==> src/rtl/map_compositor.sv <==
// map_compositor
//   Full-screen map renderer. A start pulse walks every cell of the selected
//   map in row-major order. For each cell it reads the tile id from map BRAM,
//   replaces it with the tile of the lowest-index entity standing on that
//   cell, and then streams the tile's pixels from tile ROM to the framebuffer.
//
// Ports
//   clk, rstn             clock, asynchronous active-low reset
//   start                 frame request (sampled only in IDLE)
//   map_id                map index (latched at start)
//   ent_valid/x/y/tile    entity overlay slots (latched at start)
//   map_addr / map_data   map BRAM read port (1-cycle registered read)
//   tile_addr / tile_data tile ROM read port (1-cycle registered read)
//   dst_addr/data/wr      framebuffer write port (no backpressure)
//   busy                  high in every non-IDLE state
//   done                  one-cycle pulse at frame end
module map_compositor #(
  parameter int MAP_W     = 13,
  parameter int MAP_H     = 13,
  parameter int COORD_W   = 4,
  parameter int TILE      = 32,
  parameter int ID_W      = 10,
  parameter int N_ENT     = 4,
  parameter int ADDR_W    = 19,
  parameter int DATA_W    = 16,
  parameter int FB_BASE   = 0,
  parameter int FB_STRIDE = 640
) (
  input  logic                     clk,
  input  logic                     rstn,
  input  logic                     start,
  input  logic [7:0]               map_id,
  input  logic [N_ENT-1:0]         ent_valid,
  input  logic [N_ENT*COORD_W-1:0] ent_x,
  input  logic [N_ENT*COORD_W-1:0] ent_y,
  input  logic [N_ENT*ID_W-1:0]    ent_tile,
  output logic [ADDR_W-1:0]        map_addr,
  input  logic [ID_W-1:0]          map_data,
  output logic [ADDR_W-1:0]        tile_addr,
  input  logic [DATA_W-1:0]        tile_data,
  output logic [ADDR_W-1:0]        dst_addr,
  output logic [DATA_W-1:0]        dst_data,
  output logic                     dst_wr,
  output logic                     busy,
  output logic                     done
);

  localparam int PW    = (TILE > 1) ? $clog2(TILE) : 1;
  localparam int TT_SH = 2 * $clog2(TILE);

  localparam logic [ADDR_W-1:0]  CELLS_A    = ADDR_W'(MAP_W * MAP_H);
  localparam logic [ADDR_W-1:0]  FB_BASE_A  = ADDR_W'(FB_BASE);
  localparam logic [ADDR_W-1:0]  STRIDE_A   = ADDR_W'(FB_STRIDE);
  localparam logic [ADDR_W-1:0]  TILE_A     = ADDR_W'(TILE);
  localparam logic [ADDR_W-1:0]  ROW_STEP_A = ADDR_W'(TILE * FB_STRIDE);
  localparam logic [COORD_W-1:0] GX_LAST    = COORD_W'(MAP_W - 1);
  localparam logic [COORD_W-1:0] GY_LAST    = COORD_W'(MAP_H - 1);
  localparam logic [PW-1:0]      P_LAST     = PW'(TILE - 1);
  localparam logic [COORD_W:0]   MAP_W_X    = (COORD_W + 1)'(MAP_W);
  localparam logic [COORD_W:0]   MAP_H_X    = (COORD_W + 1)'(MAP_H);

  typedef enum logic [2:0] {
    S_IDLE,
    S_MAP_RD,
    S_MAP_WAIT,
    S_PIX,
    S_FLUSH
  } state_t;

  state_t                   state_reg;
  logic [N_ENT-1:0]         ent_valid_reg;
  logic [N_ENT*COORD_W-1:0] ent_x_reg;
  logic [N_ENT*COORD_W-1:0] ent_y_reg;
  logic [N_ENT*ID_W-1:0]    ent_tile_reg;
  logic [COORD_W-1:0]       gx_reg;
  logic [COORD_W-1:0]       gy_reg;
  logic [PW-1:0]            px_reg;
  logic [PW-1:0]            py_reg;
  logic [ADDR_W-1:0]        map_addr_reg;
  logic [ADDR_W-1:0]        tile_addr_reg;
  // Framebuffer address bookkeeping: tgt is the pixel being fetched this
  // PIX cycle, line_base the start of the current pixel row inside the
  // cell, cell_base the top-left pixel of the cell, row_base that of the
  // first cell in the current map row. Everything advances incrementally
  // so no multipliers sit in the pixel loop.
  logic [ADDR_W-1:0]        tgt_reg;
  logic [ADDR_W-1:0]        line_base_reg;
  logic [ADDR_W-1:0]        cell_base_reg;
  logic [ADDR_W-1:0]        row_base_reg;
  logic [ADDR_W-1:0]        dst_addr_reg;
  logic                     dst_wr_reg;
  logic                     busy_reg;
  logic                     done_reg;

  logic [N_ENT-1:0]         ent_hit;
  logic [ID_W-1:0]          sel_tile;
  logic [ADDR_W-1:0]        map_base;
  logic [ADDR_W-1:0]        tile_base;
  logic                     px_last;
  logic                     py_last;
  logic                     last_cell;

  // Per-slot hit against the cell currently being rendered. Out-of-range
  // coordinates are rejected explicitly.
  generate
    for (genvar gi = 0; gi < N_ENT; gi++) begin : g_hit
      logic [COORD_W-1:0] ex;
      logic [COORD_W-1:0] ey;
      assign ex = ent_x_reg[gi*COORD_W +: COORD_W];
      assign ey = ent_y_reg[gi*COORD_W +: COORD_W];
      assign ent_hit[gi] = ent_valid_reg[gi]
                        && ({1'b0, ex} < MAP_W_X) && ({1'b0, ey} < MAP_H_X)
                        && (ex == gx_reg) && (ey == gy_reg);
    end
  endgenerate

  // Walk from the highest slot down so the lowest matching index wins.
  always_comb begin
    sel_tile = map_data;
    for (int k = N_ENT - 1; k >= 0; k--) begin
      if (ent_hit[k]) begin
        sel_tile = ent_tile_reg[k*ID_W +: ID_W];
      end
    end
  end

  assign map_base  = ADDR_W'(map_id) * CELLS_A;
  assign tile_base = ADDR_W'(sel_tile) << TT_SH;
  assign px_last   = (px_reg == P_LAST);
  assign py_last   = (py_reg == P_LAST);
  assign last_cell = (gx_reg == GX_LAST) && (gy_reg == GY_LAST);

  always_ff @(posedge clk or negedge rstn) begin
    if (!rstn) begin
      state_reg     <= S_IDLE;
      ent_valid_reg <= '0;
      ent_x_reg     <= '0;
      ent_y_reg     <= '0;
      ent_tile_reg  <= '0;
      gx_reg        <= '0;
      gy_reg        <= '0;
      px_reg        <= '0;
      py_reg        <= '0;
      map_addr_reg  <= '0;
      tile_addr_reg <= '0;
      tgt_reg       <= '0;
      line_base_reg <= '0;
      cell_base_reg <= '0;
      row_base_reg  <= '0;
      dst_addr_reg  <= '0;
      dst_wr_reg    <= 1'b0;
      busy_reg      <= 1'b0;
      done_reg      <= 1'b0;
    end else begin
      done_reg   <= 1'b0;
      // Every PIX cycle yields exactly one write one cycle later, once the
      // tile ROM has returned the pixel.
      dst_wr_reg <= (state_reg == S_PIX);
      if (state_reg == S_PIX) begin
        dst_addr_reg <= tgt_reg;
      end

      case (state_reg)
        S_IDLE: begin
          if (start) begin
            ent_valid_reg <= ent_valid;
            ent_x_reg     <= ent_x;
            ent_y_reg     <= ent_y;
            ent_tile_reg  <= ent_tile;
            gx_reg        <= '0;
            gy_reg        <= '0;
            px_reg        <= '0;
            py_reg        <= '0;
            map_addr_reg  <= map_base;
            cell_base_reg <= FB_BASE_A;
            row_base_reg  <= FB_BASE_A;
            busy_reg      <= 1'b1;
            state_reg     <= S_MAP_RD;
          end
        end

        S_MAP_RD: begin
          state_reg <= S_MAP_WAIT;
        end

        S_MAP_WAIT: begin
          // map_data is valid now; the chosen tile is captured directly as
          // its ROM base address.
          tile_addr_reg <= tile_base;
          tgt_reg       <= cell_base_reg;
          line_base_reg <= cell_base_reg;
          px_reg        <= '0;
          py_reg        <= '0;
          state_reg     <= S_PIX;
        end

        S_PIX: begin
          if (!px_last) begin
            px_reg        <= px_reg + 1'b1;
            tgt_reg       <= tgt_reg + 1'b1;
            tile_addr_reg <= tile_addr_reg + 1'b1;
          end else if (!py_last) begin
            px_reg        <= '0;
            py_reg        <= py_reg + 1'b1;
            line_base_reg <= line_base_reg + STRIDE_A;
            tgt_reg       <= line_base_reg + STRIDE_A;
            tile_addr_reg <= tile_addr_reg + 1'b1;
          end else begin
            // Last pixel of the cell.
            px_reg <= '0;
            py_reg <= '0;
            if (last_cell) begin
              state_reg <= S_FLUSH;
            end else begin
              // Map cells are row-major, so the next cell is the next word.
              map_addr_reg <= map_addr_reg + 1'b1;
              state_reg    <= S_MAP_RD;
              if (gx_reg == GX_LAST) begin
                gx_reg        <= '0;
                gy_reg        <= gy_reg + 1'b1;
                row_base_reg  <= row_base_reg + ROW_STEP_A;
                cell_base_reg <= row_base_reg + ROW_STEP_A;
              end else begin
                gx_reg        <= gx_reg + 1'b1;
                cell_base_reg <= cell_base_reg + TILE_A;
              end
            end
          end
        end

        S_FLUSH: begin
          busy_reg  <= 1'b0;
          done_reg  <= 1'b1;
          state_reg <= S_IDLE;
        end

        default: begin
          busy_reg  <= 1'b0;
          state_reg <= S_IDLE;
        end
      endcase
    end
  end

  assign map_addr  = map_addr_reg;
  assign tile_addr = tile_addr_reg;
  assign dst_addr  = dst_addr_reg;
  // The ROM output is the pixel; gating keeps the port at zero between writes.
  assign dst_data  = dst_wr_reg ? tile_data : '0;
  assign dst_wr    = dst_wr_reg;
  assign busy      = busy_reg;
  assign done      = done_reg;

endmodule

==> config.mk <==
export PLATFORM = sky130hd
export DESIGN_NAME = map_compositor
export DESIGN_NICKNAME = d
export VERILOG_FILES = /design/src/rtl/map_compositor.sv
export SDC_FILE = /design/constraint.sdc
export NUM_CORES = 1
export LEC_CHECK = 0
export CAP_MARGIN = 20
export CORE_UTILIZATION = 45
export DETAILED_ROUTE_END_ITERATION = 12
export PLACE_DENSITY = 0.7
export SYNTH_ARGS = -nofsm -noshare
export SYNTH_HDL_FRONTEND = slang
export SYNTH_SLANG_ARGS = --single-unit
export TNS_END_PERCENT = 30
==> constraint.sdc <==
create_clock -name clk -period 2.8 [get_ports clk]
set_input_delay 0.56 -clock clk [delete_from_list [all_inputs] [get_ports clk]]
set_output_delay 0.56 -clock clk [all_outputs]
set_load 0.05 [all_outputs]
==> results of run 1 <==
timing repair:
action                     4_1_cts  5_1_grt
buffers inserted                 1        2
pin swaps                       16        5
resized for setup               32        8
hold endpoints to repair         0        0
setup endpoints to repair        9       20
cell type report:
type / count / share of cell area, %
Tap cell: 335 / 2.70
Inverter: 32 / 0.774
Clock buffer: 36 / 4.61
Multi-Input combinational cell: 1116 / 42.4
Sequential cell: 209 / 33.7
Clock inverter: 7 / 0.484
Antenna cell: 1 / 0.0161
Timing Repair Buffer: 253 / 15.3
worst max path at each step:
stage | slack [ns] | start | to | cells after the start
2_1_floorplan | -0.33 | map_id[2] | map_addr[12] | 11
3_3_place_gp | -0.98 | map_id[1] | map_addr[12] | 12
3_5_place_dp | -1.05 | map_id[3] | map_addr[12] | 12
4_1_cts | 0.008 | map_id[5] | map_addr[12] | 13
5_1_grt | -0.14 | map_id[2] | map_addr[12] | 12
6_report | -0.04 | map_id[3] | map_addr[12] | 12
cells in the mapped netlist (18+ instances only):
cell type	n	area, µm²
xnor2_1	35	307
dfrtp_1	209	5230
nand3_1	54	270
inv_1	31	116
nand4_1	23	144
clkbuf_1	54	203
nor2_1	84	315
a21oi_1	88	440
nand2_1	394	1480
nor3_1	20	100
o21ai_0	107	536
nand2b_1	18	113
xor2_1	35	307
ha_1	53	663
and2_1	25	156
and3_1	19	119
a31oi_1	18	113
layout by cell type, fill, tap and decap left out, drive strengths merged, types with 4 or more instances in the layout:
cell           Yosys  layout
a211o              6       6
a211oi             7       7
a21boi             4       4
a21o               5       5
a21oi             88      88
a22oi              5       5
a31oi             18      18
and2              25      25
and3              19      19
and4               4       4
buf               23      90
clkbuf            56      38
clkdlybuf4s50      0     158
clkinv             0       5
dfrtp            209     209
fa                 7       7
ha                53      53
inv               32      33
mux2i             11      11
nand2            394     394
nand2b            18      18
nand3             54      54
nand4             23      23
nor2              84      84
nor2b              4       4
nor3              20      20
nor3b              5       5
nor4               8       8
o211ai             4       4
o21a               6       6
o21ai            108     108
o22ai             18      18
o31ai              4       4
or2                5       5
or3                8       8
or4                4       4
xnor2             35      35
xor2              35      35
stage by stage:
stage / hold WS [ns] / total power (µW)
after global placement: 0.451 / 4250
after floorplan: 0.264 / 3800
after global routing: 0.113 / 7730
after detailed placement: 0.455 / 4280
after CTS: 0.0799 / 7460
final: 0.0778 / 7430
metal layers:
metal | vias up | routed length (µm) | GRT usage [%]
met2 | 333 | 14900 | 39.4
met3 | 53 | 1780 | 2.81
met5 | - | 0 | 0
li1 | 5324 | - | -
met1 | 5124 | 14300 | 32.6
met4 | 0 | 673 | 6.55
power by group:
group          leakage [µW]  switching [µW]  internal (µW)
Clock              0.000393            1260           1860
Combinational       0.00408             555            602
Sequential          0.00248            66.6           3090
Total               0.00695            1880           5550
cell families after synthesis:
kind of cell | after synthesis | share of synthesized area [%]
AND/OR/NAND/NOR | 680 | 25.1
AO/OA/AOI/OAI | 295 | 14.5
flip-flops | 209 | 43.8
buffers and inverters | 111 | 3.82
XOR/XNOR | 70 | 5.13
adder cells (fa/ha/maj) | 60 | 6.72
multiplexers | 11 | 0.922
==> results.md, run 1 <==
- Clk_lat worst skew: 0.53 ns
- Top Family by Delay on Critical Path: adder cells
- Placed insts: 1942
- Initial DRC count: 694
- Worst slack, placed: -1.05 ns
- Yosys Warn Count: 0
- Crit-path slowest cell: fa_1
- # H-tree levels: 1
- RSZ-0062 raised after global routing: true
- Hold buffers post-CTS: 0
- Hold Crit Class: in -> async
- Syn Inst Count: 1436
- Setup TNS: -0.0363 ns
- Fill cell count: 2303
- Overflow after GRT: 0
- DP HPWL: 22.6 mm
- Worst r2r src: px_reg[0]
- Failing checks: negative setup slack
- CTS tree: done
- Max Fclk: 353 MHz
- Worst Tran Pin Value: 0.606 ns
- Top_reg_cell synth: dfrtp_1
- RR Endpoint: ent_tile_reg[13]
- Maxcap violations: 0
- Tmin final: 2.84 ns
- Layout cells sized above 1: 10.5%
- Syn Nets: 1609
- Gpl congestion: 0.862
- Area Overhead vs Synth: 29.9%
- Vias in the first global route: 10500
- Multi-input gate area: 6580 µm²
- Final Cell Area: 15500 µm²
- Worst VDD drop: 0.000316 V
- Tcrit/Tclk final: 101%
- Reg area: 5230 µm²
- Startpoint Class: primary input
- Reg2reg setup slack: 0.25 ns
- Die area: 27200 µm²
- Data arrival, critical path: 3.24 ns
- Vias per cell: 5.45
- Worst-path clk slew: 0.06 ns
- Final Max Tran Viols: 0
- PwrDens: 479 nW/µm²
- WL final: 31.7 mm
- Starting Density: 45.8%
- Crit path top cell by count: ha_4
- Avg WL per Cell: 15.9 µm
- Finished Layout Cells: 1989
- GRT Total Usage: 23.7%
- Vias: 10800
- Placed Area: 14600 µm²
- Reg2Reg Depth: 10
- Outcome: complete, but fails checks
- EDFF count, synth: 0
- Final core occ: 59.5%
- Crit-path max cell delay: 0.55 ns
- Skew final: 0.0217 ns
- Final setup viols: 1
- IO buf count: 183
- Pre-antenna DRT Iters: 6
- Hold Vio Cnt, Final: 0
- Routed Antenna Nets: 0
- Final worst slack: -0.0363 ns
- Post-Syn Area per Cell: 8.32 µm²
- Distinct cell type count after synthesis: 62
- Endpoint class of the critical path: flop
- Slew HR: 59.6%
- Clock tree buffer depth: 3
- Initial antenna violation count: 1
- Core region area: 26100 µm²
- Data required time at the worst endpoint: 3.20 ns
- Die W: 165 µm
- Mapped Area: 11900 µm²
- Async SR Flop Fraction: 100%
- Max FFs per register: 36
- Clock sinks: 209
- CP max FO: 4
- CTS buffer count: 24
- Die Y: 165 µm
- First-pass GRT wire length: 51.9 mm
- Root Driver: clkbuf_16
- Static Leak: 0.00695 µW
- Sequential share of the synthesized area: 43.8%
- Largest net degree at the start of global routing: 78
- Critical Path, Cell by Cell: buf_2 -> ha_4 -> fa_1 -> ha_4 -> ha_4 -> a21o_1 -> a21oi_4 -> nor2b_1 -> o21a_4 -> o211ai_1 -> a211oi_1 -> or3_1
- Standard-cell row count: 59
- Worst Setup Path Type: in -> reg
- Residual DRC: 0
- I/O Pins: 189
- Nets: 1809
- CP Buf/Inv Count: 1
- Seq cells post-synth: 209
Power figures use the tool's default switching activity.
==> run 2: changes to the inputs <==
--- a/config.mk
+++ b/config.mk
@@ -6,6 +6,7 @@
 export NUM_CORES = 1
 export LEC_CHECK = 0
 export CAP_MARGIN = 20
+export CORE_MARGIN = 2
 export CORE_UTILIZATION = 45
 export DETAILED_ROUTE_END_ITERATION = 12
 export PLACE_DENSITY = 0.7
==> run 2 against run 1 <==
The flow finishes with violations (negative hold slack). Critical path type unchanged. Hold slack worse by 0.080 ns. Highest routed layer unchanged. Largest cell class unchanged. Clock power up 4%. Sequential power about the same. Non-clock buffer count down 5.
==> results.md, run 2 (synthesized netlist as in run 1, its figures left out) <==
- Outcome: complete, but fails checks (unchanged)
- Failing checks: negative hold slack (was negative setup slack)
- Maxcap violations: 0 (unchanged)
- WHS: -0.00190 ns (was 0.0778 ns)
- Vias per cell: 5.40 (was 5.45)
- Final Max Tran Viols: 0 (unchanged)
- Vias: 10700 (was 10800)
- Hold Vio Cnt, Final: 4 (was 0)
- Data arrival, critical path: 3.16 ns (was 3.24 ns)
- IO buf count: 183 (unchanged)
- Gpl congestion: 0.859 (was 0.862)
- CTS tree: done (unchanged)
- Max FFs per register: 36 (unchanged)
- CTS buffer count: 24 (unchanged)
- Clk_lat worst skew: 0.51 ns (was 0.53 ns)
- Worst slack, placed: -1.01 ns (was -1.05 ns)
- Area Overhead vs Synth: 29.4% (was 29.9%)
- Die W: 167 µm (was 165 µm)
- Root Driver: clkbuf_16 (unchanged)
- PwrDens: 487 nW/µm² (was 479 nW/µm²)
- CP max FO: 4 (unchanged)
- Clock sinks: 209 (unchanged)
- Initial antenna violation count: 0 (was 1)
- Routed Antenna Nets: 0 (unchanged)
- Worst-path clk slew: 0.06 ns (about the same)
- Core region area: 26100 µm² (unchanged)
- Final setup viols: 0 (was 1)
- Startpoint Class: primary input (unchanged)
- Nets: 1804 (was 1809)
- Data required time at the worst endpoint: 3.19 ns (was 3.20 ns)
- RSZ-0062 raised after global routing: true (unchanged)
- Initial DRC count: 715 (was 694)
- Setup TNS: 0 ns (was -0.0363 ns)
- Hold Crit Class: in -> async (unchanged)
- Placed insts: 1939 (was 1942)
- Worst VDD drop: 0.000317 V (was 0.000316 V)
- Static Leak: 0.00692 µW (was 0.00695 µW)
- Vias in the first global route: 10500 (about the same)
- Commonest non-fill, non-tap cells in the layout: 392 x nand2_1, 209 x dfrtp_1, 158 x clkdlybuf4s50_1, 105 x o21ai_0 (was 392 x nand2_1, 209 x dfrtp_1, 158 x clkdlybuf4s50_1, 106 x o21ai_0, 84 x a21oi_1)
- Standard-cell row count: 59 (unchanged)
- First-pass GRT wire length: 51.8 mm (was 51.9 mm)
- I/O Pins: 189 (unchanged)
- Tmin final: 2.77 ns (was 2.84 ns)
- Die area: 27900 µm² (was 27200 µm²)
- Final worst slack: 0.0261 ns (was -0.0363 ns)
- Residual DRC: 0 (unchanged)
- Tcrit/Tclk final: 99.1% (was 101%)
- WL final: 31.0 mm (was 31.7 mm)
- Worst Setup Path Type: in -> reg (unchanged)
- Pre-antenna DRT Iters: 5 (was 6)
- Skew final: 0.00952 ns (was 0.0217 ns)
- Layout cells sized above 1: 10.1% (was 10.5%)
- Finished Layout Cells: 1981 (was 1989)
- Avg WL per Cell: 15.7 µm (was 15.9 µm)
- Max Fclk: 361 MHz (was 353 MHz)
- GRT Total Usage: 22.0% (was 23.7%)
- Slew HR: 62.2% (was 59.6%)
- Worst Tran Pin Value: 0.565 ns (was 0.606 ns)
- Die Y: 167 µm (was 165 µm)
- Endpoint class of the critical path: flop (unchanged)
- Largest net degree at the start of global routing: 61 (was 78)
- Overflow after GRT: 0 (unchanged)
- DP HPWL: 22.3 mm (was 22.6 mm)
- Most common cell after layout, fill and taps aside: nand2_1 (unchanged)
- Reg2reg setup slack: 0.23 ns (was 0.25 ns)
- Clock tree buffer depth: 3 (unchanged)
- # H-tree levels: 1 (unchanged)
- Hold buffers post-CTS: 0 (unchanged)
- Starting Density: 45.8% (unchanged)
[run 2: stage by stage]
stage	cell area, µm²	utilization, %	power, µW
2_1_floorplan	12100	-	3800
3_3_place_gp	14500	55.8	4250
3_5_place_dp	14500	55.8	4280
4_1_cts	15400	59.2	7570
5_1_grt	15500	59.3	7820
6_report	15500	59.3	7520
[run 2: area by class of cell]
cell class / count / area [µm²]
fillers: 2309 / 10600
inverters: 32 / 120
flip-flops and latches: 209 / 5230
multi-input cells: 1116 / 6550
clock inverters: 5 / 100
clock buffers: 35 / 713
repair buffers: 248 / 2330
well taps: 335 / 419
diodes: 1 / 2.50
[run 2: layer usage]
| metal | global-route usage [%] | wire (µm) | share of wire [%] |
|---|---|---|---|
| met5 | 0 | 0 | 0 |
| met4 | 5.25 | 690 | 2.2 |
| met3 | 3.26 | 1660 | 5.4 |
| met2 | 36.2 | 14500 | 47 |
| met1 | 30.7 | 14200 | 46 |
[run 2: final timing paths]
check,depth (start not counted),startpoint,end
setup / recovery,12,map_id[2],map_addr[12]
hold / removal,1,rstn,dst_addr[15]
setup reg to reg,6,gx_reg[0],tile_addr[15]
hold reg to reg,2,ent_tile_reg[33],ent_tile_reg[33]
max in group asynchronous,2,rstn,ent_y_reg[13]
min in group clk,3,map_id[2],map_addr[2]
[run 2: timing repair]
action	in CTS	in global routing
resized for setup	34	12
setup buffers	1	0
setup endpoints to repair	8	18
gates cloned	0	0
pin swaps	18	14
[run 2: worst max-delay path: stages]
cell      delay [ns]
buf_2           0.13
ha_4            0.26
ha_4            0.27
fa_1            0.45
ha_4            0.29
ha_4            0.20
a21oi_4         0.12
nor2b_1         0.06
o21a_1          0.21
o211ai_1        0.17
a211oi_1        0.09
or3_1           0.35
[run 2: where the power goes]
group / internal [µW] / switching, µW / leakage, µW / total (µW)
clock network: 2020 / 1210 / 0.000400 / 3230
registers: 3090 / 67.2 / 0.00248 / 3160
logic: 590 / 543 / 0.00404 / 1130
total: 5700 / 1820 / 0.00692 / 7520
==> run 3: changes to the inputs <==
--- a/config.mk
+++ b/config.mk
@@ -10,6 +10,7 @@
 export CORE_UTILIZATION = 45
 export DETAILED_ROUTE_END_ITERATION = 12
 export PLACE_DENSITY = 0.7
+export SLEW_MARGIN = 25
 export SYNTH_ARGS = -nofsm -noshare
 export SYNTH_HDL_FRONTEND = slang
 export SYNTH_SLANG_ARGS = --single-unit
==> results of run 3 <==
The final DEF is identical to that of run 2; final timing and power are the same.
